### config.mk
export PLATFORM = sky130hd
export DESIGN_NAME = insn_decode_stage
export DESIGN_NICKNAME = d
export VERILOG_FILES = /design/src/rtl/insn_decode_stage.sv
export SDC_FILE = /design/constraint.sdc
export NUM_CORES = 1
export LEC_CHECK = 0
export BUFFER_PORTS_ARGS = -buffer_cell sky130_fd_sc_hd__buf_2
export CORE_MARGIN = 2
export CORE_UTILIZATION = 49
export CTS_CLUSTER_DIAMETER = 150
export DETAILED_ROUTE_END_ITERATION = 12
export PLACE_DENSITY = 0.75
export SETUP_SLACK_MARGIN = 0.3
export SLEW_MARGIN = 20
export SYNTH_ARGS = -nofsm -noshare
export SYNTH_HDL_FRONTEND = slang
export SYNTH_SLANG_ARGS = --single-unit
export TNS_END_PERCENT = 10
### constraint.sdc
create_clock -name clock -period 2.1 [get_ports clock]
set_input_delay 0.105 -clock clock [delete_from_list [all_inputs] [get_ports clock]]
set_output_delay 0.105 -clock clock [all_outputs]
set_load 0.03 [all_outputs]
### src/rtl/insn_decode_stage.sv
// Decode stage for the 16-bit SIWO core: registers one decoded beat per accepted fetch word
// and parks the front end in HALTED after a HLT or an illegal encoding until resume.
module insn_decode_stage #(
    parameter int unsigned DROP_NOP = 1
) (
    input  logic        clock,
    input  logic        reset,
    input  logic        in_valid,
    output logic        in_ready,
    input  logic [15:0] in_insn,
    input  logic [15:0] in_pc,
    output logic        out_valid,
    input  logic        out_ready,
    output logic [2:0]  out_kind,
    output logic [3:0]  out_reg_a,
    output logic [3:0]  out_reg_b,
    output logic [4:0]  out_func,
    output logic [15:0] out_immd,
    output logic        out_relative,
    output logic        out_immd_sel,
    output logic [15:0] out_pc,
    input  logic        resume,
    output logic        halted,
    output logic [15:0] decode_count
);

    localparam logic [2:0] KIND_SET     = 3'd0;
    localparam logic [2:0] KIND_OP      = 3'd1;
    localparam logic [2:0] KIND_JUMP    = 3'd2;
    localparam logic [2:0] KIND_BRANCH  = 3'd3;
    localparam logic [2:0] KIND_HALT    = 3'd4;
    localparam logic [2:0] KIND_NOP     = 3'd5;
    localparam logic [2:0] KIND_ILLEGAL = 3'd6;

    localparam logic [0:0] ST_RUN    = 1'b0;
    localparam logic [0:0] ST_HALTED = 1'b1;

    localparam logic [4:0] FUNC_MAX = 5'b10001;

    typedef struct packed {
        logic [2:0]  kind;
        logic [3:0]  reg_a;
        logic [3:0]  reg_b;
        logic [4:0]  func;
        logic [15:0] immd;
        logic        relative;
        logic        immd_sel;
        logic [15:0] pc;
    } beat_t;

    logic [0:0]  state_q, state_d;
    logic        out_valid_q, out_valid_d;
    beat_t       beat_q, beat_d;
    logic [15:0] count_q, count_d;

    beat_t       dec;
    logic        accept;
    logic        drain;
    logic        drop_nop;
    logic        load;
    logic        stops_front_end;

    // Combinational decode of the incoming word; fields not owned by a kind stay zero.
    always_comb begin
        dec      = '0;
        dec.kind = KIND_ILLEGAL;
        dec.pc   = in_pc;
        if (in_insn[15]) begin
            dec.kind  = KIND_SET;
            dec.reg_a = in_insn[14:11];
            dec.immd  = {6'b0, in_insn[9:0]};
        end else if (in_insn[14]) begin
            dec.kind     = in_insn[13] ? KIND_BRANCH : KIND_JUMP;
            dec.relative = in_insn[12];
            dec.immd_sel = in_insn[11];
            if (in_insn[11]) begin
                dec.immd = in_insn[12] ? {{5{in_insn[10]}}, in_insn[10:0]}
                                       : {5'b0, in_insn[10:0]};
            end else begin
                dec.reg_b = in_insn[7:4];
                dec.reg_a = in_insn[3:0];
            end
        end else if (in_insn[13]) begin
            if (in_insn[4:0] <= FUNC_MAX) begin
                dec.kind  = KIND_OP;
                dec.reg_a = in_insn[12:9];
                dec.reg_b = in_insn[8:5];
                dec.func  = in_insn[4:0];
            end
        end else if (in_insn == 16'h0000) begin
            dec.kind = KIND_HALT;
        end else if (in_insn == 16'h0001) begin
            dec.kind = KIND_NOP;
        end
    end

    assign in_ready        = (state_q == ST_RUN) && (!out_valid_q || out_ready);
    assign accept          = in_valid && in_ready;
    assign drain           = out_valid_q && out_ready;
    assign drop_nop        = (DROP_NOP != 0) && (dec.kind == KIND_NOP);
    assign load            = accept && !drop_nop;
    assign stops_front_end = (dec.kind == KIND_HALT) || (dec.kind == KIND_ILLEGAL);

    // A dropped NOP still counts as accepted, so a concurrent drain must clear out_valid.
    always_comb begin
        out_valid_d = out_valid_q;
        beat_d      = beat_q;
        if (load) begin
            out_valid_d = 1'b1;
            beat_d      = dec;
        end else if (drain) begin
            out_valid_d = 1'b0;
        end
    end

    always_comb begin
        state_d = state_q;
        case (state_q)
            ST_RUN:    if (accept && stops_front_end) state_d = ST_HALTED;
            ST_HALTED: if (resume) state_d = ST_RUN;
            default:   state_d = ST_RUN;
        endcase
    end

    assign count_d = count_q + {15'b0, drain};

    always_ff @(posedge clock) begin
        if (reset) begin
            state_q     <= ST_RUN;
            out_valid_q <= 1'b0;
            beat_q      <= '0;
            count_q     <= '0;
        end else begin
            state_q     <= state_d;
            out_valid_q <= out_valid_d;
            beat_q      <= beat_d;
            count_q     <= count_d;
        end
    end

    assign out_valid    = out_valid_q;
    assign out_kind     = beat_q.kind;
    assign out_reg_a    = beat_q.reg_a;
    assign out_reg_b    = beat_q.reg_b;
    assign out_func     = beat_q.func;
    assign out_immd     = beat_q.immd;
    assign out_relative = beat_q.relative;
    assign out_immd_sel = beat_q.immd_sel;
    assign out_pc       = beat_q.pc;
    assign halted       = (state_q == ST_HALTED);
    assign decode_count = count_q;

endmodule

# Word level (Yosys, flattened, before mapping)
# Cells that the tools add are included.
classes:
  n_addsub: 1
  mul: 0
  div: 0
  magnitude_cmp: 1
  eq_ne: 4
  n_shift: 0
  mux: 21
  bitwise_logic: 1
  n_reduce_logical: 11
op_table:
  columns: ["op", "count"]
  rows:
  - ["two-way mux 16 bit", 4]
  - ["two-way mux 18 bit", 1]
  - ["adder 16 x 1 -> 16 bit", 1]
  - ["equality test 16 x 1 -> 1 bit (second input constant)", 1]
  - ["logical NOT 16 bit", 1]
  - ["two-way mux 13 bit", 1]
  - ["two-way mux 11 bit", 1]
  - ["equality test 3 bit (second input constant)", 3]
  - ["two-way mux 9 bit", 1]
  - ["two-way mux 8 bit", 1]
  - ["two-way mux 7 bit", 1]
  - ["two-way mux 3 bit", 2]
  - ["<= comparator 5 bit (second input constant)", 1]
  - ["logical AND 1 bit", 5]
  - ["two-way mux 1 bit", 5]
  - ["two-way mux 5 bit", 1]
  - ["two-way mux 2 bit", 2]
  - ["logical NOT 1 bit", 2]
  - ["logical OR 1 bit", 2]
  - ["case mux 1 bit (2 select lines)", 1]
  - ["nonzero test 2 bit", 1]
  - ["NOT 1 bit", 1]
word_totals:
  register_bits: 68
  latchBits: 0
  mem_bits_rw: 0
  rom_bits: 0
  in_bits: 37
  output_inout_bits: 69
  n_memories: 0

# Longest topological paths before layout
# Gate-level depths: netlist of the first run.
depth:
  ltp_word: 11
  ltp_mapped: 7
  ltp_nobuf: 7

# Worst setup path before layout of the first run
# Ideal clock, no wire load.
synth_timing:
  path_kind: "register -> register"
  startpoint: "register out_valid_q (netlist: out_valid)"
  endpoint: "register count_q[14] (netlist: decode_count[14])"
  t_arrival_ns: 1.905
  path_slack_ns: 0.125
  stages_incl_launch_ff: 8
  path_cell_list: "dfxtp_1 and2_1 ha_1 ha_1 nand2_1 or3_1 or3_1 a21oi_1"
synth_via:
  elab_chain_len: 2
synth_rtl:
  columns: ["item", "line", "text"]
  rows:
  - ["start: declaration", "52", "logic out_valid_q, out_valid_d;"]
  - ["start signal: assignment", "135", "out_valid_q <= out_valid_d;"]
  - ["logical AND 1 bit", "99", "assign drain = out_valid_q && out_ready;"]
  - ["adder 16 x 1 -> 16 bit", "125", "assign count_d = count_q + {15'b0, drain};"]
  - ["end signal: assignment", "137", "count_q <= count_d;"]
  - ["end: declaration", "54", "logic [15:0] count_q, count_d;"]
# No other way between the ends.
# A chain may end at the register's enable or synchronous reset.

# Final worst setup path of the first run
# Same ends and word-level chain as after synthesis.

==> results of run 1 <==
registers in the layout (all words and copies together), names as in the netlist:
signal	cells
decode_count	16
out_pc	16
out_immd	12
out_func	5
out_reg_a	4
out_reg_b	4
out_kind	3
halted	1
out_immd_sel	1
out_relative	1
out_valid	1
worst max-delay path, stage by stage, from the launching register on:
cell and delay, ns:
dfxtp_4 0.34, and2_1 0.15, ha_4 0.15, ha_4 0.15, nand2_2 0.08, or3_1 0.32, or3_1 0.31, a21oi_1 0.14
through the flow:
stage | utilization, % | total power [uW]
after CTS | 62.3 | 2670
after detailed placement | 59.3 | 1720
final | 62.6 | 2650
after floorplan | - | 1580
after global placement | 59.3 | 1720
after global routing | 62.6 | 2750
final cells by class:
cell class                      count  share of cell area (%)
Timing Repair Buffer              114                    16.1
Sequential cell                    64                    34.9
Inverter                            8                   0.815
Clock inverter                      3                   0.475
Clock buffer                       13                    4.31
Multi-Input combinational cell    236                    40.8
Tap cell                           75                    2.55
logic make-up (layout without fill, tap and decap cells):
| kind of cell | Yosys count | after routing | synth area share, % |
|---|---|---|---|
| AO/OA/AOI/OAI | 94 | 94 | 19.4 |
| multiplexers | 9 | 9 | 3.05 |
| AND/OR/NAND/NOR | 122 | 122 | 24.0 |
| flip-flops | 64 | 64 | 43.4 |
| adder cells (fa/ha/maj) | 2 | 2 | 0.848 |
| buffers and inverters | 38 | 138 | 6.66 |
| XOR/XNOR | 9 | 9 | 2.67 |
path summary, 6_finish.rpt:
kind / start / slack, ns / end / cells past startpoint
max reg2reg: out_valid / 0.39 / decode_count[14] / 7
min: in_pc[14] / 0.008 / out_pc[14] / 3
min reg2reg: out_immd[0] / 0.46 / out_immd[0] / 2
max: out_valid / 0.39 / decode_count[14] / 7
power breakdown:
part / switching (uW) / leakage (uW) / internal (uW) / total (uW)
Clock: 461 / 0.0000894 / 490 / 951
Combinational: 278 / 0.000983 / 134 / 411
Sequential: 23.6 / 0.000523 / 1260 / 1290
metal layers:
| metal | up-vias | share of wire, % |
|---|---|---|
| met4 | 0 | 2.1 |
| li1 | 1424 | - |
| met3 | 13 | 6.1 |
| met2 | 89 | 48 |
| met5 | - | 0 |
| met1 | 1386 | 43 |
placed cells by master (no fill, tap or decap), types with 2 or more instances in the layout:
cell      count
and3_1        4
ha_4          2
or3_1         4
dfxtp_1      62
nand2_1      25
nor2b_1       2
and2_1        7
o21ai_0      31
xnor2_1       7
nor4b_1       3
nor3_1        7
a211oi_1      4
a21oi_1      42
nand2b_1      2
buf_2       105
nor4_1        5
nor2_1       13
xor2_1        2
clkinv_2      2
nand4_1      12
a32o_1        4
clkbuf_1      2
inv_1         6
a41oi_1       4
mux2i_1       9
buf_4         9
nand3_1      24
a221oi_1      2
nor4_4        2
clkbuf_8     11
clkinv_1      2
==> flow_metrics.env, run 1 <==
export IMPL_nFillCells=532
export IMPL_avgRoutedWirePerCell_um=14.9
export IMPL_grt_use_total_pct=23.3
export IMPL_fin_nets=472
export IMPL_io_buffers=105
export IMPL_synth_top_cell_area_share_pct=43.4
export IMPL_cts_tree="done"
export IMPL_vias=2912
export IMPL_area_growth_pct=24.9
export IMPL_numClockSinks=64
export IMPL_place_hpwl_um=5420
export IMPL_post_cts_setup_buffers=0
export IMPL_core_area_mm2=0.00589
export IMPL_dieArea_mm2=0.00666
export IMPL_cts_resized=0
export IMPL_first_iter_violations=120
export IMPL_cts_root_buffer="clkbuf_8"
export IMPL_cp_end_kind="flop"
export IMPL_gp_congestion=0.836
export IMPL_busiest_layer="met2"
export IMPL_synth_net_count=377
export IMPL_timing_final_crit_period_ns=1.71
export IMPL_finalSetupViolations=0
export IMPL_antenna_left=0
export IMPL_crit_required_ns=2.37
export IMPL_die_h_um=81.6
export IMPL_avgViaCountPerCell=5.68
export IMPL_drive_gt1_share_pct=33.1
export IMPL_cts_hold_buf=0
export IMPL_pwr_density_cell_mw_per_mm2=719
export IMPL_maxCapViolCount=0
export IMPL_hold_path_class="primary input to flop"
export IMPL_maxSlewViolCount=0
export IMPL_grt_pass1_wl_um=12000
export IMPL_synth_area_mm2=0.00295
export IMPL_use_met1_pct=29.4
export IMPL_dr_pass1_iters=4
export IMPL_setup_tns_ns=0
export IMPL_period_share_pct=81.5
export IMPL_start_kind="flop"
export IMPL_ff_latch_area_mm2=0.00129
export IMPL_start_util_pct=50.1
export IMPL_synth_main_ff_cell="dfxtp_1"
export IMPL_grt_util_met3_pct=4.84
export IMPL_syn_mean_instance_area_um2=8.73
export IMPL_crit_fanout=5
export IMPL_clk_pin_slew_worst_paths_ns=0.07
export IMPL_seq_area_frac_synth_pct=43.4
export IMPL_synth_seq_cells=64
export IMPL_worstSkewPairLatency_ns=0.34
export IMPL_io_pins=106
export IMPL_yosysUniqueCellTypes=49
export IMPL_fmax_mhz=585
export IMPL_die_w_um=81.6
export IMPL_grt_pass1_vias=2584
export IMPL_multi_input_area_mm2=0.00151
export IMPL_dp_cells=497
export IMPL_globalRouteOverflowTotal=0
export IMPL_antenna_found_initial=0
export IMPL_power_leakage_uw=0.00159
export IMPL_whs_ns=0.00769
export IMPL_synth_area_leaders="dfxtp_1, a21oi_1, o21ai_0"
export IMPL_rows=28
export IMPL_cts_htree_levels=3
export IMPL_synth_commonest_cells="dfxtp_1, a21oi_1, o21ai_0, nand2_1, nand3_1"
export IMPL_drc_errors=0
export IMPL_hold_viol=0
export IMPL_tightestPinTransition_ns=0.650
export IMPL_cp_arrival_ns=1.98
export IMPL_yosysTopAreaCell="dfxtp_1"
export IMPL_clk_path_buf_depth=2
export IMPL_grt_max_degree=34
export IMPL_finalNonFillerCells=513
export IMPL_status="finished, final reports clean"
export IMPL_yosys_warnings=0
export IMPL_fin_area_mm2=0.00368
export IMPL_numCtsBuffers=9
export IMPL_slew_limit_headroom_pct=56.5
export IMPL_diodes=0
export IMPL_crit_type="flop to flop"
export IMPL_place_area_mm2=0.00349
export IMPL_synth_edf_count=0
export IMPL_irDropWorstVdd_uv=467
export IMPL_async_reset_ff_share_pct=0
export IMPL_finalWorstSetupSlack_ns=0.389
export IMPL_yosys_cell_count_top_type="dfxtp_1"
export IMPL_met2_usage_pct=37.7
export IMPL_skew_ns=0.00763
export IMPL_rsz0062_at_grt="false"
export IMPL_post_place_ws_ns=0.304
export IMPL_routed_wl_um=7650
export IMPL_syn_inst=338
(Power assumes the default switching activity.)
==> run 2: changes to the inputs <==
--- a/config.mk
+++ b/config.mk
@@ -7,10 +7,10 @@
 export LEC_CHECK = 0
 export BUFFER_PORTS_ARGS = -buffer_cell sky130_fd_sc_hd__buf_2
 export CORE_MARGIN = 2
-export CORE_UTILIZATION = 49
+export CORE_UTILIZATION = 45
 export CTS_CLUSTER_DIAMETER = 150
 export DETAILED_ROUTE_END_ITERATION = 12
-export PLACE_DENSITY = 0.75
+export PLACE_DENSITY = 0.72
 export SETUP_SLACK_MARGIN = 0.3
 export SLEW_MARGIN = 20
 export SYNTH_ARGS = -nofsm -noshare
==> constraint.sdc (replaced) <==
create_clock -name clock -period 1.5 [get_ports clock]
set_input_delay 0.075 -clock clock [delete_from_list [all_inputs] [get_ports clock]]
set_output_delay 0.075 -clock clock [all_outputs]
set_load 0.03 [all_outputs]
==> flow_metrics.env, run 2 (synthesis results as in run 1) <==
export IMPL_status="finished, violations left"
export IMPL_violations="setup timing"
export IMPL_clk_path_buf_depth=2
export IMPL_core_area_mm2=0.00635
export IMPL_rows=29
export IMPL_rr_startpoint="out_valid"
export IMPL_grt_use_total_pct=23.8
export IMPL_avgRoutedWirePerCell_um=16.1
export IMPL_area_growth_pct=52.1
export IMPL_io_buffers=105
export IMPL_drc_errors=0
export IMPL_path_common_cell="ha_4"
export IMPL_cts_root_buffer="clkbuf_8"
export IMPL_io_pins=106
export IMPL_dp_cells=531
export IMPL_max_stage_delay_ns=0.35
export IMPL_routed_wl_um=9150
export IMPL_grt_pass1_wl_um=13900
export IMPL_cts_htree_levels=3
export IMPL_layout_common_cells="buf_2, dfxtp_1, buf_4"
export IMPL_final_common_cell="buf_2"
export IMPL_crit_required_ns=1.77
export IMPL_pwr_share_clk_pct=34.1
export IMPL_antenna_found_initial=0
export IMPL_place_hpwl_um=5890
export IMPL_diodes=0
export IMPL_start_util_pct=46.5
export IMPL_start_kind="flop"
export IMPL_tightestPinTransition_ns=0.689
export IMPL_netSwitchingPower_uw=1150
export IMPL_fin_nets=527
export IMPL_p_int_uw=2770
export IMPL_antenna_left=0
export IMPL_whs_ns=0.0150
export IMPL_dieArea_mm2=0.00722
export IMPL_maxCapViolCount=0
export IMPL_irDropWorstVdd_uv=641
export IMPL_period_share_pct=108
export IMPL_maxSlewViolCount=0
export IMPL_hold_path_class="primary input to flop"
export IMPL_crit_path_top_delay_cell="dfxtp_4"
export IMPL_numCtsBuffers=9
export IMPL_die_w_um=85.0
export IMPL_crit_fanout=2
export IMPL_nFillCells=480
export IMPL_crit_type="flop to flop"
export IMPL_pwr_density_cell_mw_per_mm2=874
export IMPL_hold_viol=0
export IMPL_vias=3193
export IMPL_skew_ns=0.00799
export IMPL_power_share_switching_pct=29.4
export IMPL_crit_start="out_valid"
export IMPL_comb_power_share_pct=19.9
export IMPL_avgViaCountPerCell=5.61
export IMPL_finalWorstSetupSlack_ns=-0.122
export IMPL_rsz0062_at_grt="true"
export IMPL_slew_limit_headroom_pct=53.9
export IMPL_worstSkewPairLatency_ns=0.33
export IMPL_globalRouteOverflowTotal=0
export IMPL_p_total_uw=3920
export IMPL_fin_area_mm2=0.00449
export IMPL_grt_max_degree=31
export IMPL_cp_end_kind="flop"
export IMPL_clk_pin_slew_worst_paths_ns=0.07
export IMPL_cp_arrival_ns=1.90
export IMPL_first_iter_violations=140
export IMPL_cts_tree="done"
export IMPL_crit_chain="and2_4, ha_4, ha_4, nand2_4, or3_4, or3_1, a21oi_1"
export IMPL_grt_pass1_vias=2926
export IMPL_finalNonFillerCells=569
export IMPL_dr_pass1_iters=4
export IMPL_holdCritStartpoint="in_pc[6]"
export IMPL_drive_gt1_share_pct=45.5
export IMPL_place_area_mm2=0.00379
export IMPL_gp_congestion=0.875
export IMPL_setup_tns_ns=-0.320
export IMPL_power_leakage_uw=0.00203
export IMPL_numClockSinks=64
export IMPL_fmax_mhz=617
export IMPL_timing_final_crit_period_ns=1.62
export IMPL_seqPwrFrac_pct=46.0
export IMPL_die_h_um=85.0
export IMPL_finalSetupViolations=5
run 2: timing repair:
action / CTS / global route
setup buffers: 4 / 2
gates resized for setup: 39 / 34
hold buffers: 15 / 0
cloned: 1 / 1
endpoints found under the hold margin: 15 / 0
pin swaps: 52 / 41
setup endpoints to repair: 62 / 63
run 2: final timing paths:
check	to	slack, ns	depth (start not counted)
min	out_pc[6]	0.02	3
max reg2reg	decode_count[14]	-0.12	7
max	decode_count[14]	-0.12	7
min reg2reg	out_immd[0]	0.46	2
run 2: critical path, delay by kind of cell, from the launching register on:
kind,cells,cell delay [ns]
flops,1,0.35
fa+ha+maj,2,0.27
compound gates,1,0.11
simple gates,4,0.83
run 2: metal layers:
layer,vias to the layer above,wire length [um],GRT usage [%]
li1,1539,-,-
met1,1517,3850,30.8
met2,121,4600,38.6
met3,16,503,4.38
met4,0,191,11.1
met5,-,0,0
run 2: cell type report:
cell class                 instances  area, um2  area share [%]
inverter                           8       30.0           0.669
tap                               77       96.3            2.15
multi-input combinational        236       1750            39.0
clock buffer                      12        155            3.46
sequential                        64       1290            28.8
timing repair buffer             169       1140            25.5
clock inverter                     3       17.5           0.390
run 2: power by group through the flow:
stage               registers [uW]  clock network (uW)  logic, uW
finish                        1800                1340        780
global route                  1810                1450        829
CTS                           1800                1360        734
detailed placement            1840                   0        633
global placement              1840                   0        625
floorplan                     1970                   0        251
run 2: stage by stage:
| step | worst slack [ns] | util, % |
|---|---|---|
| after floorplan | -0.231 | - |
| after global placement | -0.137 | 59.7 |
| after detailed placement | -0.159 | 59.7 |
| after CTS | -0.140 | 68.0 |
| after global routing | -0.156 | 70.7 |
| final | -0.122 | 70.7 |
